## src/rtl/spi_pkg.sv

```systemverilog
// Shared definitions for the SPI slave register file: FSM encoding,
// command-byte field positions and the reserved-bit decode helper.
package spi_pkg;

    localparam int BYTE_W     = 8;
    localparam int CMD_RW_BIT = 7;
    localparam logic RW_READ  = 1'b1;

    localparam logic [2:0] ST_IDLE  = 3'd0;
    localparam logic [2:0] ST_CMD   = 3'd1;
    localparam logic [2:0] ST_WDATA = 3'd2;
    localparam logic [2:0] ST_RDATA = 3'd3;
    localparam logic [2:0] ST_ERR   = 3'd4;

    // True when any bit between the address field and the RW bit is set.
    function automatic logic cmd_rsvd_set(input logic [BYTE_W-1:0] cmd, input int addr_w);
        logic bad;
        bad = 1'b0;
        for (int i = 0; i < CMD_RW_BIT; i++) begin
            if (i >= addr_w && cmd[i]) begin
                bad = 1'b1;
            end
        end
        return bad;
    endfunction

endpackage

```

## src/rtl/spi_sync_edge.sv

```systemverilog
// N-stage synchronizer for one asynchronous SPI pin, with single-cycle
// rise/fall pulses derived from the synchronized level.
module spi_sync_edge #(
    parameter int   STAGES  = 2,
    parameter logic RST_VAL = 1'b0
) (
    input  logic sclk,
    input  logic rst_n,
    input  logic din,
    output logic rise,
    output logic fall
);

    logic [STAGES-1:0] sync_q, sync_d;
    logic              prev_q, prev_d;

    always_comb begin
        sync_d = {sync_q[STAGES-2:0], din};
        prev_d = sync_q[STAGES-1];
    end

    // NOTE: sequential state uses non-blocking assignments so every flop
    // samples the pre-edge value of its neighbour, forming a true shift chain.
    always_ff @(posedge sclk) begin
        if (!rst_n) begin
            sync_q <= {STAGES{RST_VAL}};
            prev_q <= RST_VAL;
        end else begin
            sync_q <= sync_d;
            prev_q <= prev_d;
        end
    end

    assign rise = sync_q[STAGES-1] & ~prev_q;
    assign fall = ~sync_q[STAGES-1] & prev_q;

endmodule

```

## src/rtl/spi_slave_regfile.sv

```systemverilog
// SPI mode-0 slave fronting a byte-wide register file. Define
// SPI_SLAVE_AUTOINC_EN to advance the address after every data byte.
module spi_slave_regfile
    import spi_pkg::*;
#(
    parameter int          DEPTH       = 16,
    parameter int          ADDR_W      = 4,
    parameter int          SYNC_STAGES = 2,
    parameter logic [7:0]  RESET_VAL   = 8'h00
) (
    input  logic              sclk,
    input  logic              rst_n,
    input  logic              SPI_SCLK,
    input  logic              SPI_CSN,
    input  logic              SPI_MOSI,
    output logic              SPI_MISO,
    output logic              busy,
    output logic              reg_wr_pulse,
    output logic [ADDR_W-1:0] reg_wr_addr,
    output logic [7:0]        reg_wr_data,
    output logic              cmd_err
);

    logic sclk_rise, sclk_fall, csn_rise, csn_fall;

    spi_sync_edge #(.STAGES(SYNC_STAGES), .RST_VAL(1'b0)) u_sclk_sync (
        .sclk  (sclk),
        .rst_n (rst_n),
        .din   (SPI_SCLK),
        .rise  (sclk_rise),
        .fall  (sclk_fall)
    );

    // CSN resets to "low" so a frame already running at reset release
    // never produces a fall; a new frame needs CSN seen high first.
    spi_sync_edge #(.STAGES(SYNC_STAGES), .RST_VAL(1'b0)) u_csn_sync (
        .sclk  (sclk),
        .rst_n (rst_n),
        .din   (SPI_CSN),
        .rise  (csn_rise),
        .fall  (csn_fall)
    );

    logic [SYNC_STAGES-1:0] mosi_sync_q, mosi_sync_d;
    logic                   mosi_s;

    assign mosi_sync_d = {mosi_sync_q[SYNC_STAGES-2:0], SPI_MOSI};
    assign mosi_s      = mosi_sync_q[SYNC_STAGES-1];

    logic [2:0]          state_q, state_d;
    logic [2:0]          bit_cnt_q, bit_cnt_d;
    logic [BYTE_W-2:0]   shift_q, shift_d;
    logic [BYTE_W-1:0]   tx_q, tx_d;
    logic [ADDR_W-1:0]   addr_q, addr_d;
    logic                miso_q, miso_d;
    logic                wr_pulse_q, wr_pulse_d;
    logic [ADDR_W-1:0]   wr_addr_q, wr_addr_d;
    logic [BYTE_W-1:0]   wr_data_q, wr_data_d;
    logic                cmd_err_q, cmd_err_d;
    logic [BYTE_W-1:0]   regs_q [DEPTH];
    logic [BYTE_W-1:0]   regs_d [DEPTH];

    logic [BYTE_W-1:0]   rx_byte;
    logic [ADDR_W-1:0]   addr_next;

    assign rx_byte = {shift_q, mosi_s};

`ifdef SPI_SLAVE_AUTOINC_EN
    assign addr_next = addr_q + 1'b1;
`else
    assign addr_next = addr_q;
`endif

    // NOTE: every signal gets a default at the top of the block so no path
    // leaves one unassigned, which would otherwise infer a latch.
    always_comb begin
        state_d    = state_q;
        bit_cnt_d  = bit_cnt_q;
        shift_d    = shift_q;
        tx_d       = tx_q;
        addr_d     = addr_q;
        miso_d     = 1'b0;
        wr_pulse_d = 1'b0;
        wr_addr_d  = wr_addr_q;
        wr_data_d  = wr_data_q;
        cmd_err_d  = 1'b0;
        regs_d     = regs_q;

        case (state_q)
            ST_IDLE: begin
                if (csn_fall) begin
                    state_d   = ST_CMD;
                    bit_cnt_d = 3'd0;
                end
            end
            ST_CMD: begin
                if (sclk_rise) begin
                    shift_d   = rx_byte[BYTE_W-2:0];
                    bit_cnt_d = bit_cnt_q + 3'd1;
                    if (bit_cnt_q == 3'd7) begin
                        addr_d = rx_byte[ADDR_W-1:0];
                        if (cmd_rsvd_set(rx_byte, ADDR_W)) begin
                            state_d   = ST_ERR;
                            cmd_err_d = 1'b1;
                        end else if (rx_byte[CMD_RW_BIT] == RW_READ) begin
                            state_d = ST_RDATA;
                            tx_d    = regs_q[rx_byte[ADDR_W-1:0]];
                        end else begin
                            state_d = ST_WDATA;
                        end
                    end
                end
            end
            ST_WDATA: begin
                if (sclk_rise) begin
                    shift_d   = rx_byte[BYTE_W-2:0];
                    bit_cnt_d = bit_cnt_q + 3'd1;
                    if (bit_cnt_q == 3'd7) begin
                        regs_d[addr_q] = rx_byte;
                        wr_pulse_d     = 1'b1;
                        wr_addr_d      = addr_q;
                        wr_data_d      = rx_byte;
                        addr_d         = addr_next;
                    end
                end
            end
            ST_RDATA: begin
                miso_d = miso_q;
                if (sclk_fall) begin
                    miso_d = tx_q[BYTE_W-1];
                    tx_d   = {tx_q[BYTE_W-2:0], 1'b0};
                end
                // Reload on the 8th rise so the following fall presents bit7.
                if (sclk_rise) begin
                    bit_cnt_d = bit_cnt_q + 3'd1;
                    if (bit_cnt_q == 3'd7) begin
                        addr_d = addr_next;
                        tx_d   = regs_q[addr_next];
                    end
                end
            end
            ST_ERR: begin
                miso_d = 1'b0;
            end
            default: begin
                state_d = ST_IDLE;
            end
        endcase

        // Abort wins over the state update but not over a just-committed write.
        if (csn_rise) begin
            state_d = ST_IDLE;
            miso_d  = 1'b0;
        end
    end

    // NOTE: the register file is built from flops, so each entry is reset to
    // RESET_VAL; a RAM macro could not offer that reset value.
    always_ff @(posedge sclk) begin
        if (!rst_n) begin
            mosi_sync_q <= '0;
            state_q     <= ST_IDLE;
            bit_cnt_q   <= 3'd0;
            shift_q     <= '0;
            tx_q        <= '0;
            addr_q      <= '0;
            miso_q      <= 1'b0;
            wr_pulse_q  <= 1'b0;
            wr_addr_q   <= '0;
            wr_data_q   <= '0;
            cmd_err_q   <= 1'b0;
            for (int i = 0; i < DEPTH; i++) begin
                regs_q[i] <= RESET_VAL;
            end
        end else begin
            mosi_sync_q <= mosi_sync_d;
            state_q     <= state_d;
            bit_cnt_q   <= bit_cnt_d;
            shift_q     <= shift_d;
            tx_q        <= tx_d;
            addr_q      <= addr_d;
            miso_q      <= miso_d;
            wr_pulse_q  <= wr_pulse_d;
            wr_addr_q   <= wr_addr_d;
            wr_data_q   <= wr_data_d;
            cmd_err_q   <= cmd_err_d;
            regs_q      <= regs_d;
        end
    end

    assign SPI_MISO     = miso_q;
    assign busy         = (state_q != ST_IDLE);
    assign reg_wr_pulse = wr_pulse_q;
    assign reg_wr_addr  = wr_addr_q;
    assign reg_wr_data  = wr_data_q;
    assign cmd_err      = cmd_err_q;

endmodule

```

## config.mk

```make
export PLATFORM = sky130hd
export DESIGN_NAME = spi_slave_regfile
export DESIGN_NICKNAME = d
export VERILOG_FILES = /design/src/rtl/spi_pkg.sv /design/src/rtl/spi_sync_edge.sv /design/src/rtl/spi_slave_regfile.sv
export SDC_FILE = /design/constraint.sdc
export NUM_CORES = 1
export LEC_CHECK = 0
export BUFFER_PORTS_ARGS = -buffer_cell sky130_fd_sc_hd__clkbuf_2
export CORE_MARGIN = 8
export CORE_UTILIZATION = 30
export DETAILED_ROUTE_END_ITERATION = 10
export GPL_ROUTABILITY_DRIVEN = 0
export PLACE_DENSITY = 0.57
export SLEW_MARGIN = 30
export SYNTH_ARGS = -nofsm -noshare
export SYNTH_HDL_FRONTEND = slang
export SYNTH_HIERARCHICAL = 1
export SYNTH_SLANG_ARGS = --single-unit
export TNS_END_PERCENT = 50
```

## constraint.sdc

```tcl
create_clock -name sclk -period 2 [get_ports sclk]
set_clock_uncertainty 0.05 [all_clocks]
set_input_delay 0.5 -clock sclk [delete_from_list [all_inputs] [get_ports sclk]]
set_output_delay 0.5 -clock sclk [all_outputs]
set_load 0.01 [all_outputs]
```

-- Word-level counts from Yosys, hierarchy flattened
Cells that the tools add are included.
- input bits: 5
- logic and storage cells: 111
- register bits after elaboration: 176
- output and inout port bits: 16
- reduce and logical (&&, ||, !) cells: 18
- bitwise logic cells: 13
- muxes and demuxes: 34
- add/sub/neg operators: 1
- equality and inequality tests: 11
- $lt $le $gt $ge: 3
- operators with widths (kind ; number):
    128-bit bitwise mux ; 1
    8-bit two-way mux ; 12
    8-bit binary-select mux with 4-bit select ; 2
    8-bit demux with 4-bit select ; 1
    3-bit two-way mux ; 6
    8-bit one-hot mux with 2 select lines ; 1
    3-bit AND reduction ; 4
    5-bit greater-or-equal comparator (second input constant) ; 2
    2-bit != test (second input constant) ; 5
    4-bit NOT with 5-bit output ; 2
    1-bit two-way mux ; 9
    3-bit one-hot mux with 3 select lines ; 1
    3-bit OR reduction ; 3
    4-bit AND reduction ; 2
    1-bit NOT ; 7
    3-bit by 2-bit equality test with 1-bit output (second input constant) ; 2
    3-bit equality test (second input constant) ; 2
    3-bit one-hot mux with 2 select lines ; 1
    5-bit by 1-bit less-than comparator with 1-bit output (second input constant) ; 1
    5-bit AND reduction ; 1
    1-bit bitwise AND ; 4
    2-bit nonzero test ; 2
    2-bit OR reduction ; 2
    3-bit by 1-bit adder with 3-bit output (second input constant) ; 1
    6 further kinds ; 6

-- Logic depth before layout (Yosys ltp)
Gate-level depths: netlist (run 1).
- depth after elaboration: 10
- gate-level depth with buffers: 9
- gate-level depth less buffers: 7

-- Modules after synthesis
The synthesis (run 1) kept the hierarchy.
- by module, submodules not included (module ; seq. area each (sq um) ; area each (sq um) ; cells an instance ; instances):
    spi_slave_regfile ; 3403.3 ; 9001.1 ; 874 ; 1
    spi_sync_edge ; 60.1 ; 91.3 ; 8 ; 2

-- Least setup slack after synthesis (run 1)
No wires, ideal clock.
- path kind: reg2reg
- start point: reg bit_cnt_q[0]
- end point: reg regs_q[119] (netlist name)
- period minus slack after synthesis: 2.112 ns
- path slack: -0.112 ns
- path buffers: 1
- stages on the path, launching flop included: 9
- data arrival time: 1.946 ns
- data required time: 1.834 ns
- setup time: 0.116 ns
- path through: dfxtp_1 > ha_1 > ha_1 > and4b_4 > nand2_4 > buf_6 > nor4_4 > mux2i_1 > nor2b_1
- cells in the longest elaborated chain, start to end: 2
- ends and longest elaborated chain (what ; line ; RTL):
    start, declared ; spi_slave_regfile.sv:51 ; logic [2:0] bit_cnt_q, bit_cnt_d;
    start signal, assigned ; spi_slave_regfile.sv:178 ; bit_cnt_q <= bit_cnt_d;
    3-bit equality test ; spi_slave_regfile.sv:118 ; if (bit_cnt_q == 3'd7) begin
    3-bit AND reduction (no source line) ; n/a ;
    end signal, assigned ; spi_slave_regfile.sv:187 ; regs_q <= regs_d;
    end, declared ; spi_slave_regfile.sv:60 ; logic [BYTE_W-1:0] regs_q [DEPTH];
Every way passes these cells.
A chain may end at the register's enable or synchronous reset.

-- Worst setup path after layout (run 1)
- start point: reg bit_cnt_q[1]
- end point: reg regs_q[121] (netlist name)
The elaborated chain is that of the path after synthesis.

==> metrics.yaml, run 1 <==
cp_common_cell: "ha_4"
dp.final_hpwl_mm: 18.0
post_synth.cell_area_avg_um2: 10.3
wl_mm: 26.1
fillCellCount: 2951
p_switching_uw: 1700
ant_nets: 0
power.leakage_uw: 0.00357
yosys-top-cells-area: "dfxtp_1, mux4_2, mux2i_1, nor2b_1, nand2_1"
fmax_mhz: 485
dr.pass1.iters: 6
yosysTopAreaCellShare_pct: 38.4
seqCellArea_um2: 3540
top_level_ports: 21
cts_made_buffers: 17
routedWlPerCell_um: 19.2
p_int_uw: 5250
clkSlewWorstSetupHoldPaths_ns: 0.08
via_per_inst: 5.16
rows: 64
start_kind: "flip-flop"
synth.net_count: 897
clk_latency_ns: 0.44
clk_path_buf_depth: 2
worstMarginPinSlew_ns: 0.715
maxCapViolations: 0
ys_seq_elements: 176
place_area_um2: 10400
syn-cell-area_um2: 9180
drive_gt1_share_pct: 29.3
crit_required_ns: 2.28
synth_xor_area_share_pct: 0.0954
grt_pass1_wl_mm: 41.0
die_y_um: 191
cts_root_buffer: "clkbuf_16"
cp_top_family: "simple AND/OR/NAND/NOR gates"
remaining_drc_errors: 0
hold_path.class: "input pin to flip-flop"
synth_seq_area_share_pct: 38.4
slew_headroom_pct: 52.0
timing.final.max_slew_violations: 0
worstSetupEndpointType: "flip-flop"
crit_type: "flip-flop to flip-flop"
synth_warnings: 6
worst_path_max_delay_cell: "dfxtp_2"
ys_async_sr_fraction_pct: 0
post-route-util_pct: 37.4
antenna_found_initial: 0
multi_input_area_um2: 5520
cp.buffers_inverters: 2
synthSimpleGateAreaFrac_pct: 20.2
synth_compound_area_share_pct: 9.54
p_clk_share_pct: 47.0
post-route-cell-area_um2: 11300
cts.sinks: 176
synth.area.mux_share_pct: 27.4
min_period_over_period_pct: 103
critPathMaxStageDelay_ns: 0.35
finalHoldViolCount: 0
setup_viol: 24
dieArea_um2: 36500
start_util_pct: 30.3
portBuffers: 20
period_needed_ns: 2.06
grt_max_degree: 86
crit_fanout: 6
core_um2: 30300
synth_top_family_by_area: "multiplexers"
ir_drop_mv: 0.522
num-nets-final: 960
synthToLayoutAreaGrowth_pct: 23.5
grt_use_total_pct: 14.6
cts_tree: "built"
powerDensity_nw_per_um2: 613
status: "finished with violations"
rsz0062_at_grt: "yes"
diodes: 0
synth_fa_ha_area_share_pct: 0.272
synth_top_area_cell: "dfxtp_1"
overflow: 0
synthFlopType: "dfxtp_1"
p_seq_share_pct: 50.5
yosys.cell_types.count: 55
dieWidth_um: 191
p_comb_share_pct: 2.5
fin_ws_ns: -0.0600
h-tree-depth: 4
synth_edf_count: 0
cp_cell_sequence: "ha_4 > ha_4 > and4b_4 > nand2_4 > buf_12 > nor4b_4 > buf_4 > mux2i_1 > nor2b_1"
switching_share_pct: 24.4
drt-initial-drc-count: 588
violations: "negative setup slack"
cts_hold_buf: 0
grt_pass1_vias: 6939
via_count: 7027
worstPathArrival_ns: 2.34
netlist_instances: 890
==> synth_stat cells (3+ instances only) <==
master,number
nand2b_1,3
a221oi_1,4
a21oi_1,7
or2_2,3
a221o_1,4
a22oi_1,6
buf_2,22
nand3_1,3
inv_1,5
buf_4,5
mux2_2,3
or3_1,3
clkbuf_1,49
nor3_1,18
a21boi_0,60
nor4_4,5
and2_1,13
nor2_1,8
mux4_2,59
a2111oi_0,5
a31oi_1,7
nor2b_1,103
and3_1,3
nand2_1,142
buf_1,4
o21ai_0,10
mux2i_1,115
nand4_1,4
nor3_4,3
dfxtp_1,176
a22o_1,4
==> final timing paths <==
check | start | endpoint | slack [ns] | cells after the start
worst min register to register | mosi_sync_q[0] | mosi_sync_q[1] | 0.39 | 1
worst min-delay path | SPI_SCLK | u_sclk_sync/sync_q[0] | 0.21 | 2
worst max-delay path | bit_cnt_q[1] | regs_q[121] | -0.06 | 9
worst max register to register | bit_cnt_q[1] | regs_q[121] | -0.06 | 9
==> cells by family after synthesis <==
family / count (synthesis)
xor gates and xnor gates: 1
AOI/OAI and AO/OA: 116
buffers and inverters: 88
and+or+nand+nor: 330
adders and majority gates: 2
DFF: 176
muxes: 177
==> final cells by class <==
type	instances	area share, %
clock buffer	17	3.75
clock inverter	15	1.25
inverter	7	0.232
multi-input combinational	626	48.7
sequential	176	31.2
tap	396	4.37
timing repair buffer	125	10.5
==> flip-flops by register name, indices dropped and copies added, names as in the netlist, 2 cells and up <==
name,count
addr_next,4
u_csn_sync/sync_q,2
shift_q,7
mosi_sync_q,2
state_q,3
regs_q,128
reg_wr_data,8
tx_q,8
bit_cnt_q,3
u_sclk_sync/sync_q,2
reg_wr_addr,4
==> what timing repair did <==
item	CTS	global route
setup buffers	2	6
setup endpoints to repair	74	124
pin swaps	12	23
gates resized for setup	28	55
==> power groups by stage <==
stage               registers (uW)  logic, uW  clock network, uW
global route                  3510        185               3510
global placement              3600        172                  0
floorplan                     3590        117                  0
detailed placement            3600        172                  0
finish                        3510        172               3270
CTS                           3510        173               3360
==> cell usage in the layout, fill, tap and decap left out, types with 4 or more instances in the layout <==
cell type and instances:
a21oi_1 7, inv_8 5, a22o_1 4, nand4_1 4, nand2_1 135, clkbuf_16 17, clkinv_4 5, nor3_4 4
inv_1 5, a21boi_0 42, buf_6 13, a31oi_1 7, mux2i_1 111, nor3_1 15, nor2b_1 103, nor4_4 5
nor2_1 8, buf_4 73, nor4b_4 4, dfxtp_2 6, nand2_2 8, o21ai_0 10, buf_12 20, and2_1 13
a221o_1 4, a21boi_1 16, clkbuf_2 19, mux2i_2 4, dfxtp_1 167, mux4_2 59, a22oi_1 5
==> through the flow <==
step                TNS (ns)  cells  worst slack (ns)  total power [uW]  hold slack, ns
floorplan              -1.63    890           -0.0993              3710           0.362
global placement       -3.89   1322            -0.222              3770           0.368
detailed placement     -4.35   1322            -0.268              3770           0.369
CTS                   -0.623   1356           -0.0566              7040           0.198
global route           -5.63   1362            -0.150              7200           0.199
finish                -0.779   1362           -0.0600              6950           0.207
==> layer usage <==
| layer | global-route usage, % | vias to the layer above | wire (um) |
|---|---|---|---|
| met3 | 2.70 | 46 | 1190 |
| met1 | 19.9 | 3488 | 12500 |
| met4 | 6.29 | 0 | 796 |
| met5 | 0 | - | 0 |
| li1 | - | 3305 | - |
| met2 | 22.2 | 188 | 11700 |
(Power assumes the default switching activity.)
==> run 2: changes to the inputs <==
BUFFER_PORTS_ARGS = not set   (was -buffer_cell sky130_fd_sc_hd__clkbuf_2)
DONT_BUFFER_PORTS = 1   (was not set)
PLACE_DENSITY = 0.56   (was 0.57)
==> run 2 against run 1 <==
The flow still finishes with violations (negative setup slack). Non-clock buffer count fell by 2. First-iteration DRC count decreased by 30%. Flip-flop and latch count unchanged. Core utilization about the same. Combinational power fell by 35%. Global-route usage about the same. Sequential share of layout area about the same.
==> metrics.yaml, run 2 (synthesis gave the netlist of run 1 again) <==
routedWlPerCell_um: 19.4  # +1.3%
p_comb_share_pct: 1.6  # -0.9 points
remaining_drc_errors: 0  # unchanged
worst_path_max_delay_cell: "or4b_4"
rsz0062_at_grt: "yes"
dieWidth_um: 191  # unchanged
wl_mm: 26.4  # +1.1%
min_from: "rst_n"
top_register: "regs_q"
fillCellCount: 2976  # +0.85%
finalHoldViolCount: 0  # unchanged
r2r_cells: 8  # -1
crit_type: "flip-flop to flip-flop"
whs_endpoint: "u_csn_sync/sync_q[1]"
num-nets-final: 958  # -0.21%
reg2reg_slack_ns: -0.07  # about the same
cp_common_cell: "ha_4"
drt-initial-drc-count: 414  # -30%
top_level_ports: 21  # unchanged
crit_fanout: 8  # +2
setup_tns_ns: -0.507  # +0.272 ns
fmax_mhz: 483  # -0.53%
ir_drop_mv: 0.598  # +15%
slew_headroom_pct: 63.1  # +11 points
final_cells: 1360  # -0.15%
worstPathArrival_ns: 2.34  # about the same
dr.pass1.iters: 4  # -2
p_switching_uw: 1610  # -5.4%
maxCapViolations: 0  # unchanged
rr_endpoint: "regs_q[44]"
cts_root_buffer: "clkbuf_16"
cts_tree: "built"
grt_max_degree: 174  # +100%
ant_nets: 0  # unchanged
switching_share_pct: 23.1  # -1.3 points
timing.rr.start: "bit_cnt_q[1]"
start_kind: "flip-flop"
period_needed_ns: 2.07  # +0.0110 ns
whs_ns: 0.139  # -0.0685 ns
power.leakage_uw: 0.00357  # +0.13%
layout_commonest_cell: "dfxtp_1"
start_util_pct: 30.3  # unchanged
clkSlewWorstSetupHoldPaths_ns: 0.07  # about the same
diodes: 0  # unchanged
synthToLayoutAreaGrowth_pct: 23.3
setup_viol: 28  # +17%
grt_use_total_pct: 14.6  # +0.046 points
clk_path_buf_depth: 2  # unchanged
fin_ws_ns: -0.0711  # -0.0110 ns
cts_made_buffers: 17  # unchanged
overflow: 0  # unchanged
drive_gt1_share_pct: 29.7  # +0.37 points
rows: 64  # unchanged
powerDensity_nw_per_um2: 613  # +0.10%
h-tree-depth: 4  # unchanged
dieArea_um2: 36500  # unchanged
grt_pass1_wl_mm: 41.0  # about the same
antenna_found_initial: 0  # unchanged
portBuffers: 0  # -100%
hold_path.class: "input pin to flip-flop"
dp_cells: 1310  # -0.91%
largest_reg_flops: 128  # unchanged
clk_latency_ns: 0.44  # about the same
cp_cell_sequence: "ha_4 > ha_4 > and4b_4 > nand2_4 > buf_6 > or4b_4 > nand2_1 > a21boi_0"
critPathMaxStageDelay_ns: 0.60  # +0.25 ns
worstMarginPinSlew_ns: 0.539  # -0.176 ns
cts_hold_buf: 0  # unchanged
dp.final_hpwl_mm: 18.0  # -0.12%
worstSetupEndpointType: "flip-flop"
cts.sinks: 176  # unchanged
core_um2: 30300  # unchanged
status: "finished with violations"
p_clk_share_pct: 47.9  # +0.9 points
grt_pass1_vias: 6931  # -0.12%
violations: "negative setup slack"
layout_common_cells: "dfxtp_1, nand2_1, mux2i_1, nor2b_1, buf_4"
via_count: 7050  # +0.33%
die_y_um: 191  # unchanged
total_power_uw: 6950  # about the same
via_per_inst: 5.18  # +0.47%
p_int_uw: 5340  # +1.7%
min_period_over_period_pct: 104  # +0.55 points
worstHoldPathCells: 1  # -1
p_seq_share_pct: 50.5  # about the same
timing.final.max_slew_violations: 0  # unchanged
crit_required_ns: 2.27  # about the same
[run 2: cell count changes in the layout (fill, tap and decap cells not counted), moves of 3 or more]
| cell | before | now |
|---|---|---|
| nand2_2 | 8 | 13 |
| clkbuf_2 | 19 | 0 |
| a21boi_0 | 42 | 28 |
| buf_12 | 20 | 12 |
| a21boi_2 | 2 | 5 |
| clkinv_4 | 5 | 1 |
| buf_4 | 73 | 84 |
| nand2_1 | 135 | 130 |
| a21boi_1 | 16 | 27 |
| buf_6 | 13 | 24 |
[run 2: area by class of cell]
class | count | area, um^2 | area share (%)
multi-input cells | 626 | 5520 | 48.7
flip-flops and latches | 176 | 3540 | 31.2
repair buffers | 123 | 1180 | 10.4
well taps | 396 | 495 | 4.37
clock buffers | 17 | 425 | 3.76
clock inverters | 15 | 149 | 1.31
inverters | 7 | 26.3 | 0.232
[run 2: worst max-delay path by stage]
stage	startpoint	endpoint	slack (ns)	cells past startpoint
2_1_floorplan	bit_cnt_q[1]	regs_q[119]	-0.1	8
3_3_place_gp	addr_next[0]	tx_q[6]	-0.17	6
3_5_place_dp	addr_next[0]	tx_q[6]	-0.22	6
4_1_cts	bit_cnt_q[1]	regs_q[92]	-0.05	9
5_1_grt	bit_cnt_q[1]	regs_q[57]	-0.16	9
6_report	bit_cnt_q[1]	regs_q[44]	-0.07	8
[run 2: repair_timing]
action / CTS / global route
resized for setup: 32 / 84
pin swaps: 13 / 35
setup buffers: 2 / 15
setup endpoints to repair: 91 / 125
gates cloned: 0 / 1
[run 2: critical path: cells and delay by family (launching register included)]
family          cells  cell delay (ns)
simple gates        4             1.08
compound gates      1             0.08
fa+ha+maj           2             0.27
flops               1             0.35
buf+inv             1             0.13
[run 2: through the flow]
step | setup WS [ns] | util (%) | instance area (um^2)
2_1_floorplan | -0.0993 | - | 9220
3_3_place_gp | -0.171 | 33.9 | 10300
3_5_place_dp | -0.223 | 33.9 | 10300
4_1_cts | -0.0523 | 36.3 | 11000
5_1_grt | -0.155 | 37.3 | 11300
6_report | -0.0711 | 37.3 | 11300
[run 2: layer usage]
metal  track usage [%]  wire length [um]  vias up
met5                 0                 0        -
met4              5.31               542        0
met3              2.54              1240       37
met2              23.4             12200      176
met1              19.5             12400     3536
li1                  -                 -     3301
[run 2: power groups by stage]
stage / clock [uW] / sequential [uW] / combinational, uW
2_1_floorplan: 0 / 3590 / 117
4_1_cts: 3410 / 3510 / 110
6_report: 3330 / 3510 / 111
5_1_grt: 3550 / 3510 / 118
3_3_place_gp: 0 / 3600 / 107
3_5_place_dp: 0 / 3600 / 107
